[src/rtl/rgb2gray_pipe_if.sv]
// ---------------------------------------------------------------------------
// rgb2gray_pipe_if
//   Pixel stream bundle for the RGB-to-gray converter: an input RGB pixel
//   channel and an output gray channel, each with a valid/ready handshake.
//
//   Signals
//     in_valid  : source has a pixel on in_r/in_g/in_b
//     in_ready  : converter accepts the pixel this cycle
//     in_r/g/b  : input channels, DW bits unsigned
//     out_valid : out_gray/out_last carry a result
//     out_ready : sink takes the result this cycle
//     out_gray  : gray result, DW bits unsigned
//     out_last  : result is the final pixel of a frame (qualifies out_valid)
//
//   Modports
//     slave  : converter side (consumes RGB, produces gray)
//     master : environment side (produces RGB, consumes gray)
// ---------------------------------------------------------------------------
interface rgb2gray_pipe_if #(
  parameter int DW = 8
);
  logic          in_valid;
  logic          in_ready;
  logic [DW-1:0] in_r;
  logic [DW-1:0] in_g;
  logic [DW-1:0] in_b;
  logic          out_valid;
  logic          out_ready;
  logic [DW-1:0] out_gray;
  logic          out_last;

  modport slave (
    input  in_valid, in_r, in_g, in_b, out_ready,
    output in_ready, out_valid, out_gray, out_last
  );

  modport master (
    output in_valid, in_r, in_g, in_b, out_ready,
    input  in_ready, out_valid, out_gray, out_last
  );
endinterface

[src/rtl/rgb2gray_pipe.sv]
// ---------------------------------------------------------------------------
// rgb2gray_pipe
//   Streaming fixed-point RGB to grayscale converter. One pixel per cycle,
//   three register stages, full backpressure. Each pixel carries its own luma
//   mode through the pipe. Output handshakes are counted to mark the last
//   pixel of each frame and to count completed frames.
//
//   Luma modes (coefficients have 8 fractional bits and sum to 256):
//     0 BT.601  (77,150,29)
//     1 BT.709  (54,183,19)
//     2 average (85,86,85)
//     3 green passthrough (gray = g, no rounding)
//
//   Stages
//     S1 : per-channel product ch*coef (DW+8 bits), mode and raw g
//     S2 : sum of the three products (DW+10 bits)
//     S3 : gray = sat((sum+128)>>8) or g; this is the output register
//   A pixel accepted in cycle c is presented on out_gray in cycle c+3.
//
//   Ports
//     i_clk       : clock, rising edge
//     i_rst       : asynchronous active-high reset
//     i_clr       : synchronous flush of pipeline and counters
//     i_mode      : luma mode, sampled with each accepted pixel
//     px          : pixel stream bundle (slave side)
//     o_frame_cnt : completed frames, wraps at 2^FCW
//     o_busy      : some stage holds a valid pixel
// ---------------------------------------------------------------------------
module rgb2gray_pipe #(
  parameter int DW        = 8,
  parameter int FRAME_PIX = 64,
  parameter int FCW       = 16
) (
  input  logic           i_clk,
  input  logic           i_rst,
  input  logic           i_clr,
  input  logic [1:0]     i_mode,
  rgb2gray_pipe_if.slave px,
  output logic [FCW-1:0] o_frame_cnt,
  output logic           o_busy
);

  localparam int PW = DW + 8;   // product width
  localparam int SW = DW + 10;  // sum width
  localparam int CW = (FRAME_PIX > 1) ? $clog2(FRAME_PIX) : 1;
  localparam logic [SW-1:0] MAX_GRAY  = SW'((1 << DW) - 1);
  localparam logic [SW-1:0] ROUND_ADD = SW'(128);
  localparam logic [CW-1:0] LAST_IDX  = CW'(FRAME_PIX - 1);
  localparam logic [1:0]    MODE_G    = 2'd3;

  // Coefficient lookup, channel 0=r 1=g 2=b. Green passthrough zeroes all
  // products; the raw green value travels alongside instead.
  function automatic logic [7:0] coef_lut(input logic [1:0] m, input int ch);
    logic [7:0] c;
    c = 8'd0;
    case (m)
      2'd0: c = (ch == 0) ? 8'd77 : (ch == 1) ? 8'd150 : 8'd29;
      2'd1: c = (ch == 0) ? 8'd54 : (ch == 1) ? 8'd183 : 8'd19;
      2'd2: c = (ch == 1) ? 8'd86 : 8'd85;
      default: c = 8'd0;
    endcase
    return c;
  endfunction

  // -------------------------------------------------------------------------
  // Handshake control: every stage shifts together whenever the output
  // register is empty or being drained.
  // -------------------------------------------------------------------------
  logic w_en;
  logic w_accept;
  logic w_hs;
  logic w_last;

  logic r_s1_valid;
  logic r_s2_valid;
  logic r_out_valid;

  assign w_en        = !r_out_valid || px.out_ready;
  assign px.in_ready = w_en && !i_clr;
  assign w_accept    = px.in_valid && px.in_ready;
  // A flush discards a pending output without counting it.
  assign w_hs        = r_out_valid && px.out_ready && !i_clr;

  always_ff @(posedge i_clk or posedge i_rst) begin
    if (i_rst) begin
      r_s1_valid  <= 1'b0;
      r_s2_valid  <= 1'b0;
      r_out_valid <= 1'b0;
    end else if (i_clr) begin
      r_s1_valid  <= 1'b0;
      r_s2_valid  <= 1'b0;
      r_out_valid <= 1'b0;
    end else if (w_en) begin
      // Bubbles move down the pipe as invalid stages; nothing collapses.
      r_s1_valid  <= w_accept;
      r_s2_valid  <= r_s1_valid;
      r_out_valid <= r_s2_valid;
    end
  end

  // -------------------------------------------------------------------------
  // S1: per-channel multiply
  // -------------------------------------------------------------------------
  logic [DW-1:0] w_ch   [3];
  logic [7:0]    w_coef [3];
  logic [PW-1:0] r_prod [3];
  logic [1:0]    r_s1_mode;
  logic [DW-1:0] r_s1_g;

  assign w_ch[0] = px.in_r;
  assign w_ch[1] = px.in_g;
  assign w_ch[2] = px.in_b;

  for (genvar gi = 0; gi < 3; gi++) begin : g_chan
    assign w_coef[gi] = coef_lut(i_mode, gi);

    always_ff @(posedge i_clk or posedge i_rst) begin
      if (i_rst) begin
        r_prod[gi] <= '0;
      end else if (w_en) begin
        r_prod[gi] <= PW'(w_ch[gi]) * PW'(w_coef[gi]);
      end
    end
  end

  always_ff @(posedge i_clk or posedge i_rst) begin
    if (i_rst) begin
      r_s1_mode <= 2'd0;
      r_s1_g    <= '0;
    end else if (w_en) begin
      r_s1_mode <= i_mode;
      r_s1_g    <= px.in_g;
    end
  end

  // -------------------------------------------------------------------------
  // S2: sum of products
  // -------------------------------------------------------------------------
  logic [SW-1:0] r_s2_sum;
  logic [1:0]    r_s2_mode;
  logic [DW-1:0] r_s2_g;

  always_ff @(posedge i_clk or posedge i_rst) begin
    if (i_rst) begin
      r_s2_sum  <= '0;
      r_s2_mode <= 2'd0;
      r_s2_g    <= '0;
    end else if (w_en) begin
      r_s2_sum  <= SW'(r_prod[0]) + SW'(r_prod[1]) + SW'(r_prod[2]);
      r_s2_mode <= r_s1_mode;
      r_s2_g    <= r_s1_g;
    end
  end

  // -------------------------------------------------------------------------
  // S3: round, saturate, select; output register
  // -------------------------------------------------------------------------
  logic [SW-1:0] w_round;
  logic [DW-1:0] w_sat;
  logic [DW-1:0] w_gray;
  logic [DW-1:0] r_out_gray;

  // Coefficients sum to 256, so the rounded value cannot exceed full scale
  // for legal inputs; the clamp keeps the result well defined regardless.
  assign w_round = (r_s2_sum + ROUND_ADD) >> 8;
  assign w_sat   = (w_round > MAX_GRAY) ? MAX_GRAY[DW-1:0] : w_round[DW-1:0];
  assign w_gray  = (r_s2_mode == MODE_G) ? r_s2_g : w_sat;

  // Only real pixels overwrite the output; it holds while stalled.
  always_ff @(posedge i_clk or posedge i_rst) begin
    if (i_rst) begin
      r_out_gray <= '0;
    end else if (w_en && r_s2_valid) begin
      r_out_gray <= w_gray;
    end
  end

  // -------------------------------------------------------------------------
  // Frame position tracking, advanced on output handshakes only
  // -------------------------------------------------------------------------
  logic [CW-1:0]  r_pix_cnt;
  logic [FCW-1:0] r_frame_cnt;

  assign w_last = (r_pix_cnt == LAST_IDX);

  always_ff @(posedge i_clk or posedge i_rst) begin
    if (i_rst) begin
      r_pix_cnt   <= '0;
      r_frame_cnt <= '0;
    end else if (i_clr) begin
      r_pix_cnt   <= '0;
      r_frame_cnt <= '0;
    end else if (w_hs) begin
      if (w_last) begin
        r_pix_cnt   <= '0;
        r_frame_cnt <= r_frame_cnt + 1'b1;
      end else begin
        r_pix_cnt   <= r_pix_cnt + 1'b1;
      end
    end
  end

  // -------------------------------------------------------------------------
  // Outputs
  // -------------------------------------------------------------------------
  assign px.out_valid = r_out_valid;
  assign px.out_gray  = r_out_gray;
  // The counter only moves on a handshake, so this is stable during a stall.
  assign px.out_last  = r_out_valid && w_last;
  assign o_frame_cnt  = r_frame_cnt;
  assign o_busy       = r_s1_valid || r_s2_valid || r_out_valid;

endmodule

[src/flat_wrapper.sv]
// flat-port wrapper written by rule: the top's interface ports become plain ports
module rgb2gray_pipe_flat 
#(
  parameter int DW        = 8,
  parameter int FRAME_PIX = 64,
  parameter int FCW       = 16
)
  (i_clk, i_rst, i_clr, i_mode, o_frame_cnt, o_busy, px_in_valid, px_in_r, px_in_g, px_in_b, px_out_ready, px_in_ready, px_out_valid, px_out_gray, px_out_last);
  rgb2gray_pipe_if #(.DW(DW)) px_i ();
  input  logic i_clk;
  input  logic i_rst;
  input  logic i_clr;
  input  logic [1:0] i_mode;
  output logic [FCW-1:0] o_frame_cnt;
  output logic o_busy;
  input wire logic [$bits(px_i.in_valid)-1:0] px_in_valid;
  input wire logic [$bits(px_i.in_r)-1:0] px_in_r;
  input wire logic [$bits(px_i.in_g)-1:0] px_in_g;
  input wire logic [$bits(px_i.in_b)-1:0] px_in_b;
  input wire logic [$bits(px_i.out_ready)-1:0] px_out_ready;
  output wire logic [$bits(px_i.in_ready)-1:0] px_in_ready;
  output wire logic [$bits(px_i.out_valid)-1:0] px_out_valid;
  output wire logic [$bits(px_i.out_gray)-1:0] px_out_gray;
  output wire logic [$bits(px_i.out_last)-1:0] px_out_last;
  assign px_i.in_valid = px_in_valid;
  assign px_i.in_r = px_in_r;
  assign px_i.in_g = px_in_g;
  assign px_i.in_b = px_in_b;
  assign px_i.out_ready = px_out_ready;
  assign px_in_ready = px_i.in_ready;
  assign px_out_valid = px_i.out_valid;
  assign px_out_gray = px_i.out_gray;
  assign px_out_last = px_i.out_last;
  rgb2gray_pipe #(.DW(DW), .FRAME_PIX(FRAME_PIX), .FCW(FCW)) u_core (.i_clk(i_clk), .i_rst(i_rst), .i_clr(i_clr), .i_mode(i_mode), .px(px_i), .o_frame_cnt(o_frame_cnt), .o_busy(o_busy));
endmodule
[config.mk]
export PLATFORM = sky130hd
export DESIGN_NAME = rgb2gray_pipe_flat
export DESIGN_NICKNAME = d
export VERILOG_FILES = /design/src/rtl/rgb2gray_pipe_if.sv /design/src/rtl/rgb2gray_pipe.sv /design/src/flat_wrapper.sv
export SDC_FILE = /design/constraint.sdc
export NUM_CORES = 1
export LEC_CHECK = 0
export CAP_MARGIN = 20
export CELL_PAD_IN_SITES_DETAIL_PLACEMENT = 1
export CELL_PAD_IN_SITES_GLOBAL_PLACEMENT = 1
export CORE_ASPECT_RATIO = 1.5
export CORE_MARGIN = 1
export CORE_UTILIZATION = 48
export DETAILED_ROUTE_END_ITERATION = 12
export PLACE_DENSITY = 0.87
export SLEW_MARGIN = 20
export SYNTH_ARGS = -nofsm -noshare
export SYNTH_HDL_FRONTEND = slang
export SYNTH_SLANG_ARGS = --single-unit
[constraint.sdc]
create_clock -name i_clk -period 3.93 [get_ports i_clk]
set_input_delay 0.5895 -clock i_clk [delete_from_list [all_inputs] [get_ports i_clk]]
set_output_delay 0.5895 -clock i_clk [all_outputs]
set_load 0.1 [all_outputs]
==> run_results.csv <==
group,metric,value,unit
logic_synthesis,synth-edff-count,0,
drt,drtAntennaViolNets,0,
outcome,status,"finished, violations left",
critical_path,cp-start-kind,"primary input",
placement,gp_congestion,0.9001,
outcome,violations,"design-rule violations, negative setup slack",
drt,vias,11750,
global_routing,antenna_found_initial,6,
floorplanning,start_util,0.4885,
timing,slew_viol_final,0,
drt,top_layer_used,"met5",
logic_synthesis,syn-instance-count,1225,
timing,rsz0062_at_grt,"yes",
drt,dr_wl_met2,26.64,mm
global_routing,gr-total-overflow,0,
critical_path,critPathBufInv,6,
global_routing,grt_max_degree,94,
drt,wl_met1,17.39,mm
critical_path,crit_arrival,5.36,ns
critical_path,cp_top_family,"adder cells",
clock_tree,cts.htree.levels,3,
clock_tree,clockRootBuffer,"clkbuf_16",
global_routing,grt_first_pass_wirelength,72.24,mm
clock_tree,cts_buffers,9,
floorplanning,ios,59,
logic_synthesis,syn_avg_cell_area,8.892,µm²
critical_path,critPathMaxFanout,7,
drt,wl_met3,5.475,mm
critical_path,end_kind,"flop",
timing,slew-limit-headroom,0.3496,
drt,first_pass_iters,9,
floorplanning,fp-row-count,67,
drt,wirelength,57.56,mm
power_and_ir_drop,p_total,0.01202,W
global_routing,groute.usage.overall,0.4138,
floorplanning,dieArea,23310,µm²
critical_path,critical-path-slowest-cell,"fa_2",
power_and_ir_drop,vdd_ir_drop_max,0.0005070,V
layout,syn_to_final_growth,35.21,%
timing,final-hold-violation-count,0,
clock_tree,postCtsHoldBufs,0,
power_and_ir_drop,p_leak,7.259,nW
timing,worstMarginPinSlew,0.9726,ns
drt,drt_iter0_drc,1276,
drt,drt-wirelength-per-cell,33.04,µm
timing,fin_crit_sh,1.308,
placement,place_hpwl,29.36,mm
flow_run,cap_violations,0,
power_and_ir_drop,power_density,815.9,nW/µm²
layout,layout-drive-gt1-share,0.2679,
worst_hold_path,hold_path.class,"flop to flop",
drt,avgViaCountPerCell,6.745,
clock_tree,clock_latency,0.38,ns
critical_path,slowest_delay,0.57,ns
timing,max_freq,194.5,MHz
logic_synthesis,ys_warn_count,0,
logic_synthesis,ys_seq_area_frac,0.2527,
timing,setup_ws,-1.211,ns
drt,drc,17,
floorplanning,core-area,22300,µm²
critical_path,critPathKind,"primary input to flop",
floorplanning,die_w,125,µm
logic_synthesis,async_flop_share,1.000,
layout,nets,1718,
layout,fin_area,14730,µm²
timing,whs,0.4833,ns
logic_synthesis,ys.flop_type,"dfrtp_1",
floorplanning,die_h,186.5,µm
timing,setup_viol,38,
clock_tree,clk_pin_slew_worst_paths,0.09,ns
critical_path,required,4.15,ns
logic_synthesis,syn_area,10890,µm²
clock_tree,clock_sinks,110,
placement,place_area,13340,µm²
clock_tree,clockBufferDepth,2,
logic_synthesis,synth_nets,1485,
logic_synthesis,ys_ff_latch,110,
layout,final_cell_mix,"177 x nand2_1, 160 x buf_4, 124 x inv_1",
logic_synthesis,synth_cell_types,50,
clock_tree,cts_tree,"yes",
global_routing,grt_pass1_vias,12820,
layout,final_common_cell,"nand2_1",
critical_path,worstPathCellList,"buf_6 > buf_12 > ha_4 > buf_4 > buf_4 > nor2b_1 > ha_1 > inv_1 > fa_1 > fa_1 > inv_2 > fa_2 > ha_4 > o21a_1 > o21ai_1 > nand2b_1 > a311oi_2 > a21oi_2 > xnor2_1 > a21oi_2",
timing,min_period,5.141,ns
timing,skew,0.02121,ns
placement,io_buffers,58,
## path summary, 6_finish.rpt
check,slack (ns),from,depth (start not counted),endpoint
min in group asynchronous,0.59,i_rst,2,u_core.r_prod[19]
max in group asynchronous,2.62,i_rst,3,u_core.r_prod[32]
max,-1.21,i_mode[0],20,u_core.r_prod[14]
min,0.48,u_core.px.out_gray[6],2,u_core.px.out_gray[6]
max reg2reg,-0.41,u_core.r_prod[17],13,u_core.r_s2_sum[16]
min reg2reg,0.48,u_core.px.out_gray[6],2,u_core.px.out_gray[6]
## metal layers
metal | global-route usage | vias to the layer above
met5 | 0.008403 | -
met4 | 0.4254 | 6
met3 | 0.08114 | 592
met2 | 0.7471 | 1021
met1 | 0.3721 | 5623
li1 | - | 4507
## through the flow
step / setup TNS (ns) / cells / util / setup slack [ns]
floorplan: -7.937 / 1225 / - / -0.6768
global placement: -33.31 / 1689 / 0.5981 / -1.316
detailed placement: -40.81 / 1689 / 0.5981 / -1.647
CTS: -12.71 / 1730 / 0.6413 / -0.7499
global route: -25.57 / 1742 / 0.6605 / -1.262
finish: -23.16 / 1742 / 0.6605 / -1.211
## timing repair
item	CTS	global route
cloned	1	0
setup endpoints to repair	37	39
pin swaps	118	72
buffers inserted	27	12
resized for setup	117	78
## Yosys cell counts (2+ instances only)
library cell / instances / area (µm²)
a21oi_1: 68 / 340.3
nor4_1: 4 / 25.02
inv_1: 150 / 563.0
or2_2: 3 / 18.77
a211o_1: 3 / 26.28
nand3_1: 14 / 70.07
dfrtp_1: 110 / 2753
o22ai_1: 8 / 50.05
a311oi_1: 4 / 35.03
nand2_1: 184 / 690.7
nand2b_1: 13 / 81.33
nor2_1: 65 / 244.0
xnor2_1: 45 / 394.1
buf_1: 6 / 22.52
clkbuf_1: 22 / 82.58
o2111a_1: 2 / 22.52
o211ai_1: 3 / 22.52
xor2_1: 31 / 271.5
a31o_2: 3 / 26.28
ha_1: 149 / 1864
nand4_1: 8 / 50.05
mux2i_1: 5 / 50.05
a221o_1: 2 / 20.02
nor3b_1: 9 / 67.56
o21a_1: 5 / 37.54
o21ai_0: 54 / 270.3
and3_1: 6 / 37.54
fa_1: 80 / 1602
nor3_1: 11 / 55.05
a31oi_1: 6 / 37.54
and2_1: 62 / 387.9
or3_1: 6 / 37.54
o221ai_1: 2 / 17.52
a211oi_1: 7 / 52.55
a221oi_1: 2 / 17.52
o2111ai_1: 3 / 26.28
o21bai_1: 7 / 52.55
a21o_1: 21 / 157.7
nor2b_1: 31 / 193.9
## worst register-to-register path, stage by stage, from the launching register on
cell and delay (ns):
dfrtp_1 0.50, ha_1 0.45, a211oi_4 0.12, o21ai_2 0.24, nand2_1 0.14, o21ai_0 0.38
xor2_1 0.45, ha_1 0.42, a21oi_1 0.32, o21ai_1 0.25, a221o_1 0.45, buf_4 0.16
a211oi_1 0.22, a221o_1 0.16
## state kept, by name (all words and copies together) (netlist names)
name	count
u_core.o_frame_cnt	16
u_core.px.out_gray	8
u_core.px.out_valid	1
u_core.r_pix_cnt	6
u_core.r_prod	46
u_core.r_s1_g	8
u_core.r_s1_mode	2
u_core.r_s1_valid	1
u_core.r_s2_g	8
u_core.r_s2_mode	2
u_core.r_s2_sum	11
u_core.r_s2_valid	1
## cell type report
| cell class | count | area (µm²) |
|---|---|---|
| inverters | 151 | 580.6 |
| clock buffers | 9 | 225.2 |
| repair buffers | 250 | 2235 |
| well taps | 276 | 345.3 |
| flip-flops and latches | 110 | 2753 |
| clock inverters | 7 | 56.30 |
| fillers | 2438 | 7571 |
| multi-input cells | 936 | 8526 |
| diodes | 3 | 7.507 |
## where the power goes
part | internal, W | switching (W) | leakage, nW
Clock | 0.000442 | 0.000533 | 0.130
Sequential | 0.00147 | 0.000379 | 1.37
Combinational | 0.00364 | 0.00555 | 5.76
## cells by family (layout without fill, tap and decap cells)
family,Yosys count,in the layout,share of synthesized area
AOI/OAI and AO/OA,207,207,0.1192
xor gates and xnor gates,76,76,0.06111
adders and majority gates,229,229,0.3182
buffers and inverters,179,417,0.06168
DFF,110,110,0.2527
muxes,5,5,0.004595
other,0,3,0
and+or+nand+nor,419,419,0.1825
Note: power is estimated with default switching activity, not from simulation.
